===== src/rtl/block_field_pkg.sv =====
// Shared constants and types for the falling-block field:
// geometry, FSM encoding, LFSR taps/seed and the score ceiling.
package block_field_pkg;

    localparam int unsigned ROWS      = 8;
    localparam int unsigned COLS      = 8;
    localparam int unsigned ROW_IDX_W = $clog2(ROWS);

    typedef enum logic [1:0] {
        StIdle,
        StShift,
        StClear,
        StWrite
    } state_t;

    // Taps 8,6,5,4 of a left-shifting Fibonacci LFSR.
    localparam logic [7:0] LFSR_TAPS    = 8'hB8;
    localparam logic [7:0] DEFAULT_SEED = 8'hA5;
    localparam logic [3:0] SCORE_MAX    = 4'd10;

    function automatic logic [3:0] sat_inc(input logic [3:0] v);
        return (v >= SCORE_MAX) ? SCORE_MAX : v + 4'd1;
    endfunction

endpackage


===== src/rtl/row_lfsr.sv =====
// 8-bit Fibonacci LFSR used to pick the spawn column of each new top row.
module row_lfsr import block_field_pkg::*; #(
    parameter logic [7:0] SEED = DEFAULT_SEED
) (
    input  logic       clk,
    input  logic       reset,
    input  logic       step,
    output logic [7:0] state
);

    logic [7:0] lfsr_q;
    logic       feedback;

    assign feedback = ^(lfsr_q & LFSR_TAPS);

    always_ff @(posedge clk or negedge reset) begin
        if (!reset) begin
            lfsr_q <= SEED;
        end else if (step) begin
            lfsr_q <= {lfsr_q[6:0], feedback};
        end
    end

    assign state = lfsr_q;

endmodule


===== src/rtl/block_row_writer.sv =====
// Owns the falling-block field and streams its rows to the display block array.
// Define BLOCK_ROW_WRITER_SCORE_EN to build the hits/misses counters.
module block_row_writer #(
    parameter int unsigned ROWS = block_field_pkg::ROWS,
    parameter int unsigned COLS = block_field_pkg::COLS,
    parameter logic [7:0]  SEED = block_field_pkg::DEFAULT_SEED
) (
    input  logic                    clk,
    input  logic                    reset,
    input  logic                    update_tick,
    input  logic                    btn,
    input  logic                    wr_ready,
    output logic                    write_strobe,
    output logic [$clog2(ROWS)-1:0] row_index,
    output logic [COLS-1:0]         val,
    output logic                    busy,
    output logic [3:0]              hits,
    output logic [3:0]              misses
);
    import block_field_pkg::*;

    localparam int unsigned IdxW = $clog2(ROWS);
    localparam logic [IdxW-1:0] LastRow = IdxW'(ROWS - 1);

    state_t                     state_q, state_d;
    logic [ROWS-1:0][COLS-1:0]  field_q, field_d;
    logic                       strobe_q, strobe_d;
    logic [IdxW-1:0]            idx_q, idx_d, idx_next;
    logic [COLS-1:0]            val_q, val_d;
    logic                       single_q, single_d;
    logic                       tick_pend_q, tick_pend_d;
    logic                       btn_pend_q, btn_pend_d;
    logic                       lfsr_step;
    logic [7:0]                 lfsr;
    logic [COLS-1:0]            spawn;

    row_lfsr #(
        .SEED (SEED)
    ) u_lfsr (
        .clk   (clk),
        .reset (reset),
        .step  (lfsr_step),
        .state (lfsr)
    );

    assign spawn = COLS'(1) << lfsr[$clog2(COLS)-1:0];

    always_comb begin
        state_d     = state_q;
        field_d     = field_q;
        strobe_d    = strobe_q;
        idx_d       = idx_q;
        val_d       = val_q;
        single_d    = single_q;
        tick_pend_d = tick_pend_q;
        btn_pend_d  = btn_pend_q;
        lfsr_step   = 1'b0;
        idx_next    = idx_q + IdxW'(1);

        unique case (state_q)
            StIdle: begin
                if (update_tick || tick_pend_q) begin
                    state_d     = StShift;
                    tick_pend_d = 1'b0;
                    if (btn) btn_pend_d = 1'b1;
                end else if (btn || btn_pend_q) begin
                    state_d    = StClear;
                    btn_pend_d = 1'b0;
                end
            end
            StShift: begin
                for (int r = ROWS - 1; r > 0; r--) begin
                    field_d[r] = field_q[r-1];
                end
                field_d[0] = spawn;
                lfsr_step  = 1'b1;
                strobe_d   = 1'b1;
                idx_d      = '0;
                val_d      = spawn;
                single_d   = 1'b0;
                state_d    = StWrite;
            end
            StClear: begin
                field_d[ROWS-1] = '0;
                btn_pend_d      = 1'b0;
                strobe_d        = 1'b1;
                idx_d           = LastRow;
                val_d           = '0;
                single_d        = 1'b1;
                state_d         = StWrite;
            end
            StWrite: begin
                if (wr_ready) begin
                    if (single_q || idx_q == LastRow) begin
                        strobe_d = 1'b0;
                        state_d  = StIdle;
                    end else begin
                        idx_d = idx_next;
                        val_d = field_q[idx_next];
                    end
                end
            end
            default: state_d = StIdle;
        endcase

        // Requests arriving while busy are remembered once; set beats clear.
        if (state_q != StIdle) begin
            if (update_tick) tick_pend_d = 1'b1;
            if (btn)         btn_pend_d  = 1'b1;
        end
    end

    always_ff @(posedge clk or negedge reset) begin
        if (!reset) begin
            state_q     <= StIdle;
            field_q     <= '0;
            strobe_q    <= 1'b0;
            idx_q       <= '0;
            val_q       <= '0;
            single_q    <= 1'b0;
            tick_pend_q <= 1'b0;
            btn_pend_q  <= 1'b0;
        end else begin
            state_q     <= state_d;
            field_q     <= field_d;
            strobe_q    <= strobe_d;
            idx_q       <= idx_d;
            val_q       <= val_d;
            single_q    <= single_d;
            tick_pend_q <= tick_pend_d;
            btn_pend_q  <= btn_pend_d;
        end
    end

`ifdef BLOCK_ROW_WRITER_SCORE_EN
    logic [3:0] hits_q, misses_q;
    logic       hit_evt, miss_evt;

    assign hit_evt  = (state_q == StClear) && (|field_q[ROWS-1]);
    assign miss_evt = (state_q == StShift) && (|field_q[ROWS-1]);

    always_ff @(posedge clk or negedge reset) begin
        if (!reset) begin
            hits_q   <= '0;
            misses_q <= '0;
        end else begin
            if (hit_evt)  hits_q   <= sat_inc(hits_q);
            if (miss_evt) misses_q <= sat_inc(misses_q);
        end
    end

    assign hits   = hits_q;
    assign misses = misses_q;
`else
    assign hits   = 4'd0;
    assign misses = 4'd0;
`endif

    assign write_strobe = strobe_q;
    assign row_index    = idx_q;
    assign val          = val_q;
    assign busy         = (state_q != StIdle);

endmodule


===== config.mk =====
export PLATFORM = sky130hd
export DESIGN_NAME = block_row_writer
export DESIGN_NICKNAME = d
export VERILOG_FILES = /design/src/rtl/block_field_pkg.sv /design/src/rtl/row_lfsr.sv /design/src/rtl/block_row_writer.sv
export SDC_FILE = /design/constraint.sdc
export NUM_CORES = 1
export LEC_CHECK = 0
export CAP_MARGIN = 20
export CELL_PAD_IN_SITES_DETAIL_PLACEMENT = 2
export CELL_PAD_IN_SITES_GLOBAL_PLACEMENT = 2
export CORE_ASPECT_RATIO = 1.75
export CORE_MARGIN = 4
export CORE_UTILIZATION = 31
export DETAILED_ROUTE_END_ITERATION = 10
export PLACE_DENSITY_LB_ADDON = 0.25
export SLEW_MARGIN = 20
export SYNTH_ARGS = -nofsm -noshare
export SYNTH_HDL_FRONTEND = slang
export SYNTH_SLANG_ARGS = --single-unit

===== constraint.sdc =====
create_clock -name clk -period 3 [get_ports clk]
set_input_delay 0.6 -clock clk [delete_from_list [all_inputs] [get_ports clk]]
set_output_delay 0.6 -clock clk [all_outputs]
set_load 0.005 [all_outputs]

# Yosys cells after proc, flatten, opt, wreduce, memory -nomap -nowiden
# Cells that the tools add are included.
[op_classes]
add_sub_neg = 1
order_cmp = 1
n_eq_ne = 8
shifts = 1
muxes = 29
reduce_logical = 13
[ops]
columns = ["op", "n"]
rows = [
  ["$bmux 8 s3", 1],
  ["$mux 8", 3],
  ["$pmux 8 s3", 1],
  ["$pmux 8 s2", 1],
  ["$mux 1", 12],
  ["$pmux 3 s3", 1],
  ["$reduce_and 3->1", 3],
  ["$mux 2", 4],
  ["$reduce_xor 8->1", 1],
  ["$shl 1x3->8 const A", 1],
  ["$mux 3", 2],
  ["$ne 2x2->1 const B", 3],
  ["$pmux 1 s2", 3],
  ["$pmux 2 s3", 1],
  ["$reduce_bool 2->1", 3],
  ["$eq 2x2->1 const B", 2],
  ["$lt 3x4->1 const B", 1],
  ["$add 3x1->3 const B", 1],
  ["$eq 3x3->1 const B", 1],
  ["$logic_or 1x1->1", 3],
  ["$ne 3x3->1 const B", 1],
  ["$reduce_bool 3->1", 1],
  ["$eq 2x1->1 const B", 1],
  ["$logic_not 2->1", 1],
  ["$reduce_or 2->1", 1],
]
[word_totals]
ff_bits = 89
in_bits = 5
out_inout_bits = 21
wordCells = 69

# Depth between registers and ports, before layout
# Gate-level depths: netlist of run 1.
[depth]
ltp_word = 6
ltp_mapped = 7
ltp_nobuf = 5

# By module
# Synthesis of run 1 repeated with hierarchy kept, for this count alone.
[unflattened]
cells_unflattened = 336
area_unflattened_um2 = 4189.0
[modules_own_cells]
columns = ["mod", "n_inst", "cells_each", "area_per_inst_um2", "seq_area_each_um2"]
rows = [
  ["block_row_writer", 1, 315, 3865.0, 2026.9],
  ["row_lfsr", 1, 21, 324.1, 205.2],
]

# Least setup slack after synthesis of run 1
# No wires, ideal clock.
[synth_path]
path_type = "flip-flop to flip-flop"
start = "register idx_q[0], in the netlist row_index[0]"
end = "register val_q[1], in the netlist val[1]"
setup_time_ps = 82
arrival_ps = 1737
required_ps = 2918
setup_slack_ps = 1181
stages_incl_launch_ff = 6
path_buffers = 0
synth_period_minus_slack_ps = 1819
path_cell_list = "dfrtp_1 > ha_1 > ha_1 > or3b_2 > o22a_1 > a31oi_1"
[synth_via]
elab_chain_len = 6
word_cells_on_any_way = 10
classes_between = "1 x add/sub; 2 x eq/ne; 5 x mux; 2 x reduce/logical"
[synth_lines]
columns = ["item", "line", "source"]
rows = [
  ["start, declared", "block_row_writer.sv:28", "logic [IdxW-1:0] idx_q, idx_d, idx_next;"],
  ["start signal, assigned", "block_row_writer.sv:127", "idx_q <= idx_d;"],
  ["$add 3x1->3", "block_row_writer.sv:58", "idx_next = idx_q + IdxW'(1);"],
  ["$bmux 8 s3", "block_row_writer.sv:99", "val_d = field_q[idx_next];"],
  ["$mux 8 (implied by the code)", "block_row_writer.sv:99", ""],
  ["$mux 8", "block_row_writer.sv:94", "if (single_q || idx_q == LastRow) begin"],
  ["$mux 8", "block_row_writer.sv:93", "if (wr_ready) begin"],
  ["$pmux 8 s3", "block_row_writer.sv:60", "unique case (state_q)"],
  ["end signal, assigned", "block_row_writer.sv:128", "val_q <= val_d;"],
  ["end, declared", "block_row_writer.sv:29", "logic [COLS-1:0] val_q, val_d;"],
]
# Parallel ways exist; a longest one is shown, timed or not. The select of a mux whose other input is x is not followed.
# A chain may end at the register's enable or synchronous reset.

# Worst setup path in the final report of run 1
[layout_path]
start = "register state_q[0]"
end = "output port busy"
[layout_via]
elab_chain_len = 1
[layout_lines]
columns = ["item", "line", "source"]
rows = [
  ["start, declared", "block_row_writer.sv:25", "state_t state_q, state_d;"],
  ["start signal, assigned", "block_row_writer.sv:115", "state_q <= StIdle;"],
  ["start signal, assigned", "block_row_writer.sv:124", "state_q <= state_d;"],
  ["$reduce_bool 2->1", "block_row_writer.sv:162", "assign busy = (state_q != StIdle);"],
  ["end, declared", "block_row_writer.sv:16", "output logic busy,"],
]
# Every way passes these cells.

==> results.json, run 1 <==
{
  "grt_pass1_wl_mm": 17.0,
  "finalCriticalPeriod_ps": 2460,
  "crit_chain": "inv_1 -> ha_1 -> inv_1 -> clkdlybuf4s50_1",
  "min_path_type": "input port to asynchronous set/reset pin",
  "critical_path.most_common_cell": "inv_1",
  "p_per_area_mw_per_mm2": 1170,
  "peakVddDrop_mv": 0.365,
  "post-dp-hpwl_mm": 7.34,
  "cts_tree": "built",
  "postCtsSetupRepairBufs": 0,
  "layout-drive-gt1-share_pct": 26.7,
  "yosys.area.top_type": "dfrtp_1",
  "cts_root_buf": "clkbuf_16",
  "wl_per_cell_um": 19.5,
  "p_leak_nw": 2.09,
  "p_int_mw": 3.50,
  "rsz0062_at_grt": "no",
  "clk_pin_slew_ps": 70,
  "hold_viol": 0,
  "power_mw": 5.67,
  "syn-cell-area_mm2": 0.00423,
  "synthesis.instances": 342,
  "viasPerCell": 5.09,
  "drt-pass1-iter-count": 4,
  "critPathTopFamily": "buffers and inverters",
  "cts_buffer_depth": 2,
  "drtIter0Drc": 94,
  "die_width_um": 96.3,
  "dieArea_mm2": 0.0156,
  "final-setup-viol-count": 0,
  "ys.flop_type": "dfrtp_1",
  "fmax_mhz": 407,
  "ys_async_sr_fraction_pct": 100,
  "p_seq_share_pct": 36.5,
  "ys_ff_latch": 89,
  "cp_max_fo": 10,
  "slew_viol_final": 0,
  "fin_area_mm2": 0.00483,
  "instances_no_fill": 534,
  "place_area_mm2": 0.00455,
  "clock_sinks": 89,
  "portBuffers": 17,
  "clock_skew_ps": 10.2,
  "routed_wl_mm": 10.4,
  "remaining_drc_errors": 0,
  "synth_commonest_cells": "85 x dfrtp_1, 55 x mux2_2, 21 x inv_1, 17 x mux2i_1, 17 x nand2_1",
  "syn2layout_area_growth_pct": 14.2,
  "antenna_found_initial": 0,
  "swShare_pct": 38.3,
  "worst-endpoint-arrival_ps": 1860,
  "grt-ovfl-total": 0,
  "cts-htree-levels": 3,
  "required_ps": 2400,
  "grt_max_degree": 49,
  "nets": 366,
  "synth.avg_cell_area_um2": 12.4,
  "grt_use_total_pct": 14.5,
  "max_slew_margin_pct": 51.5,
  "cts_resized": 0,
  "reg2reg_slack_ps": 990,
  "p_comb_share_pct": 44.5,
  "yosysMostFrequentCell": "dfrtp_1",
  "grt_pass1_vias": 3068,
  "ys_seq_area_share_pct": 52.8,
  "endpoint_kind": "primary output",
  "synth_warnings": 0,
  "vias": 2717,
  "cts_hold_buf": 0,
  "switching_power_mw": 2.17,
  "post-route-period-util_pct": 82.0,
  "tightest_slew_ps": 725,
  "synthTopCellsByArea": "dfrtp_1 50%, mux2_2 15%, mux4_2 4.3%, mux2i_1 4.0%, dfstp_2 2.5%",
  "ant_nets": 0,
  "cp-start-kind": "flop",
  "cpMaxStageDelayCell": "clkdlybuf4s50_1",
  "core-area_mm2": 0.0134,
  "cap_violations": 0,
  "p_clk_share_pct": 19.0,
  "synth_top_cell_area_share_pct": 50.3,
  "numCtsBuffers": 9,
  "die_h_um": 163,
  "place_inst": 518,
  "synth_edf_count": 0,
  "worstSkewPairLatency_ps": 350,
  "tns_ps": 0,
  "antennaDiodeCount": 0,
  "status": "completed",
  "initial_core_util_pct": 31.6,
  "io-pin-count": 26,
  "synth_cell_types": 36,
  "path_buf_inv": 3,
  "num_rows": 56,
  "gp_congestion": 0.735,
  "crit_path_max_incr_delay_ps": 470,
  "n_fill_cell": 1410,
  "worstSetupPathType": "flop to primary output"
}
[power by group through the flow]
stage	clock network [mW]	logic (mW)	registers [mW]
after floorplan	0	1.89	1.93
after global placement	0	2.51	2.06
after detailed placement	0	2.60	2.10
after CTS	1.11	2.60	2.08
after global routing	1.17	2.80	2.14
final	1.08	2.52	2.07
[flip-flops by register name, indices dropped and copies added (netlist names)]
signal and cells:
btn_pend_q 1, row_index 3, tick_pend_q 1, single_q 1, val 8, u_lfsr.state 8
field_q 64, state_q 2, write_strobe 1
[stage by stage]
stage | worst slack, ps | utilization, % | hold slack, ps
after CTS | 487 | 36.1 | 264
final | 540 | 36.1 | 253
after floorplan | 1180 | - | 304
after global placement | 912 | 34.0 | 486
after global routing | 431 | 36.1 | 292
after detailed placement | 874 | 34.0 | 503
[path summary, 6_finish.rpt]
check / startpoint / to / depth (start not counted)
min in group clk: tick_pend_q$_DFF_PN0_ / tick_pend_q$_DFF_PN0_ / 2
worst min register to register: tick_pend_q$_DFF_PN0_ / tick_pend_q$_DFF_PN0_ / 2
worst max-delay path: state_q[0]$_DFFE_PN0P_ / busy / 4
max in group asynchronous: reset / field_q[22]$_DFFE_PN0N_ / 2
worst max register to register: row_index[0]$_DFFE_PN0P_ / val[6]$_DFFE_PN0P_ / 5
worst min-delay path: reset / field_q[61]$_DFFE_PN0P_ / 1
[cell type report]
type                            instances  area (um^2)  area share (%)
Inverter                               21         78.8            1.63
Clock buffer                            9          225            4.66
Sequential cell                        89         2230            46.2
Clock inverter                          7         55.1            1.14
Tap cell                              174          218            4.51
Timing Repair Buffer                   24          245            5.08
Multi-Input combinational cell        210         1770            36.7
[metal layers]
metal | track usage (%) | share of wire [%] | vias up
met4 | 5.17 | 1.9 | 0
met2 | 26.7 | 57 | 38
met1 | 16.2 | 39 | 1438
met3 | 2.40 | 2.1 | 14
met5 | 0 | 0 | -
li1 | - | - | 1227
[cell usage in the layout (no fill, tap or decap), types with 9 or more instances in the layout]
cell             synthesis  layout
clkbuf_16                0       9
clkdlybuf4s50_1          0      16
dfrtp_1                 85      85
inv_1                   21      21
mux2_2                  55      55
mux2i_1                 17      17
nand2_1                 17      17
nor2_1                   9       9
nor3_1                  12      12
o21ai_0                 12      12
[cell families after synthesis]
family                   synth area share, %
AO/OA/AOI/OAI                           8.37
other                                 0.0887
adder cells (fa/ha/maj)                 1.78
AND/OR/NAND/NOR                         7.34
multiplexers                            22.9
flip-flops                              52.8
XOR/XNOR                               0.621
buffers and inverters                   6.09
(Power assumes the default switching activity.)
==> run 2, diff against run 1 <==
clock period = 2.5 ns   (was 3 ns; I/O delays follow)
==> results.json, run 2 (same netlist as run 1, synthesis figures left out) <==
{
  "status": "completed",
  "required_ps": 2000,
  "postCtsSetupRepairBufs": 0,
  "p_per_area_mw_per_mm2": 1450,
  "peakVddDrop_mv": 0.388,
  "clock_sinks": 89,
  "swShare_pct": 37.3,
  "tightest_slew_ps": 782,
  "r2r_start": "row_index[0]$_DFFE_PN0P_",
  "worstSetupPathType": "flop to primary output",
  "endpoint_kind": "primary output",
  "slew_viol_final": 0,
  "final-setup-viol-count": 0,
  "clk_pin_slew_ps": 70,
  "p_leak_nw": 2.14,
  "dieArea_mm2": 0.0156,
  "p_seq_share_pct": 35.2,
  "cap_violations": 0,
  "switching_power_mw": 2.63,
  "grt-ovfl-total": 0,
  "vias": 2711,
  "cts-htree-levels": 3,
  "rsz0062_at_grt": "no",
  "grt_use_total_pct": 14.6,
  "largest_reg_flops": 64,
  "final_common_cell": "dfrtp_1",
  "ant_nets": 0,
  "routed_wl_mm": 10.4,
  "cts_hold_buf": 0,
  "cts_tree": "built",
  "grt_pass1_wl_mm": 17.1,
  "finalCriticalPeriod_ps": 2350,
  "syn2layout_area_growth_pct": 15.6,
  "worst-endpoint-arrival_ps": 1850,
  "wl_per_cell_um": 19.3,
  "cp_max_fo": 10,
  "gp_congestion": 0.708,
  "n_fill_cell": 1420,
  "p_int_mw": 4.43,
  "drtIter0Drc": 80,
  "cp-start-kind": "flop",
  "layout-drive-gt1-share_pct": 27.3,
  "largest-register": "field_q",
  "min_path_type": "input port to asynchronous set/reset pin",
  "r2r_end": "val[6]$_DFFE_PN0P_",
  "cts_buffer_depth": 2,
  "viasPerCell": 5.05,
  "num_rows": 56,
  "numCtsBuffers": 9,
  "die_width_um": 96.3,
  "p_clk_share_pct": 20.8,
  "utilization_pct": 36.5,
  "cts_root_buf": "clkbuf_16",
  "cts_resized": 0,
  "tns_ps": 0,
  "nets": 369,
  "die_h_um": 163,
  "grt_max_degree": 69,
  "critPathCapture": "busy",
  "hold_viol": 0,
  "critical_path.startpoint": "state_q[1]$_DFFE_PN0P_",
  "post-route-period-util_pct": 94.1,
  "io-pin-count": 26,
  "clock_skew_ps": 5.72,
  "worst_slack_ps": 148,
  "portBuffers": 17,
  "post-place-ws_ps": 479,
  "r2r_cells": 5,
  "max_slew_margin_pct": 47.7,
  "post-dp-hpwl_mm": 7.28,
  "reg2reg_slack_ps": 550,
  "final_cell_mix": "85 x dfrtp_1, 55 x mux2_2, 21 x inv_1",
  "grt_pass1_vias": 3044,
  "fmax_mhz": 425,
  "multi_input_area_mm2": 0.00177,
  "drt-pass1-iter-count": 4,
  "worstSkewPairLatency_ps": 340,
  "antennaDiodeCount": 0,
  "remaining_drc_errors": 0,
  "p_comb_share_pct": 44.0,
  "core-area_mm2": 0.0134,
  "initial_core_util_pct": 31.6,
  "seq_area_mm2": 0.00223,
  "antenna_found_initial": 0
}
==> run 2: changes by cell type in the layout (fill, tap and decap cells not counted), sizes merged <==
cell      previous run  this run
buf                  8        11
bufinv               0         2
clkinv               1         4
clkinvlp             5         0
==> run 2: area by class of cell <==
| cell class | count | area share [%] |
|---|---|---|
| clock buffer | 9 | 4.61 |
| clock inverter | 7 | 1.89 |
| inverter | 21 | 1.61 |
| multi-input combinational | 210 | 36.3 |
| sequential | 89 | 45.7 |
| tap | 174 | 4.45 |
| timing repair buffer | 27 | 5.48 |
==> run 2: how the worst min path moves through the flow <==
stage | endpoint | start | cells past startpoint | slack [ps]
after floorplan | btn_pend_q$_DFF_PN0_ | reset | 0 | 200
after global placement | field_q[29]$_DFFE_PN0N_ | reset | 1 | 420
after detailed placement | field_q[29]$_DFFE_PN0N_ | reset | 1 | 420
after CTS | field_q[29]$_DFFE_PN0N_ | reset | 1 | 50
after global routing | field_q[29]$_DFFE_PN0N_ | reset | 1 | 60
final | field_q[29]$_DFFE_PN0N_ | reset | 1 | 50
==> run 2: critical path, cell delays in order (launching register included) <==
cell and delay (ps):
dfrtp_1 400, inv_1 110, ha_1 390, inv_1 120, clkdlybuf4s50_1 470
==> run 2: through the flow <==
stage / area [um^2] / power (mW) / std cells / hold slack, ps
2_1_floorplan: 4260 / 4.59 / 349 / 204
3_3_place_gp: 4570 / 5.57 / 521 / 419
5_1_grt: 4890 / 7.58 / 537 / 61.8
6_report: 4890 / 7.07 / 537 / 45.8
3_5_place_dp: 4570 / 5.68 / 521 / 422
4_1_cts: 4890 / 7.20 / 537 / 51.1
==> run 2: layer usage <==
metal | vias to the layer above | global-route usage [%] | share of wire, %
li1 | 1235 | - | -
met1 | 1434 | 16.9 | 40
met2 | 31 | 26.2 | 56
met3 | 11 | 3.01 | 2.6
met4 | 0 | 4.41 | 1.5
met5 | - | 0 | 0
==> run 2: power groups by stage <==
stage	logic (mW)	registers [mW]	clock network (mW)
6_report	3.11	2.49	1.47
3_3_place_gp	3.08	2.48	0
4_1_cts	3.18	2.50	1.51
3_5_place_dp	3.16	2.52	0
5_1_grt	3.43	2.58	1.57
2_1_floorplan	2.27	2.32	0
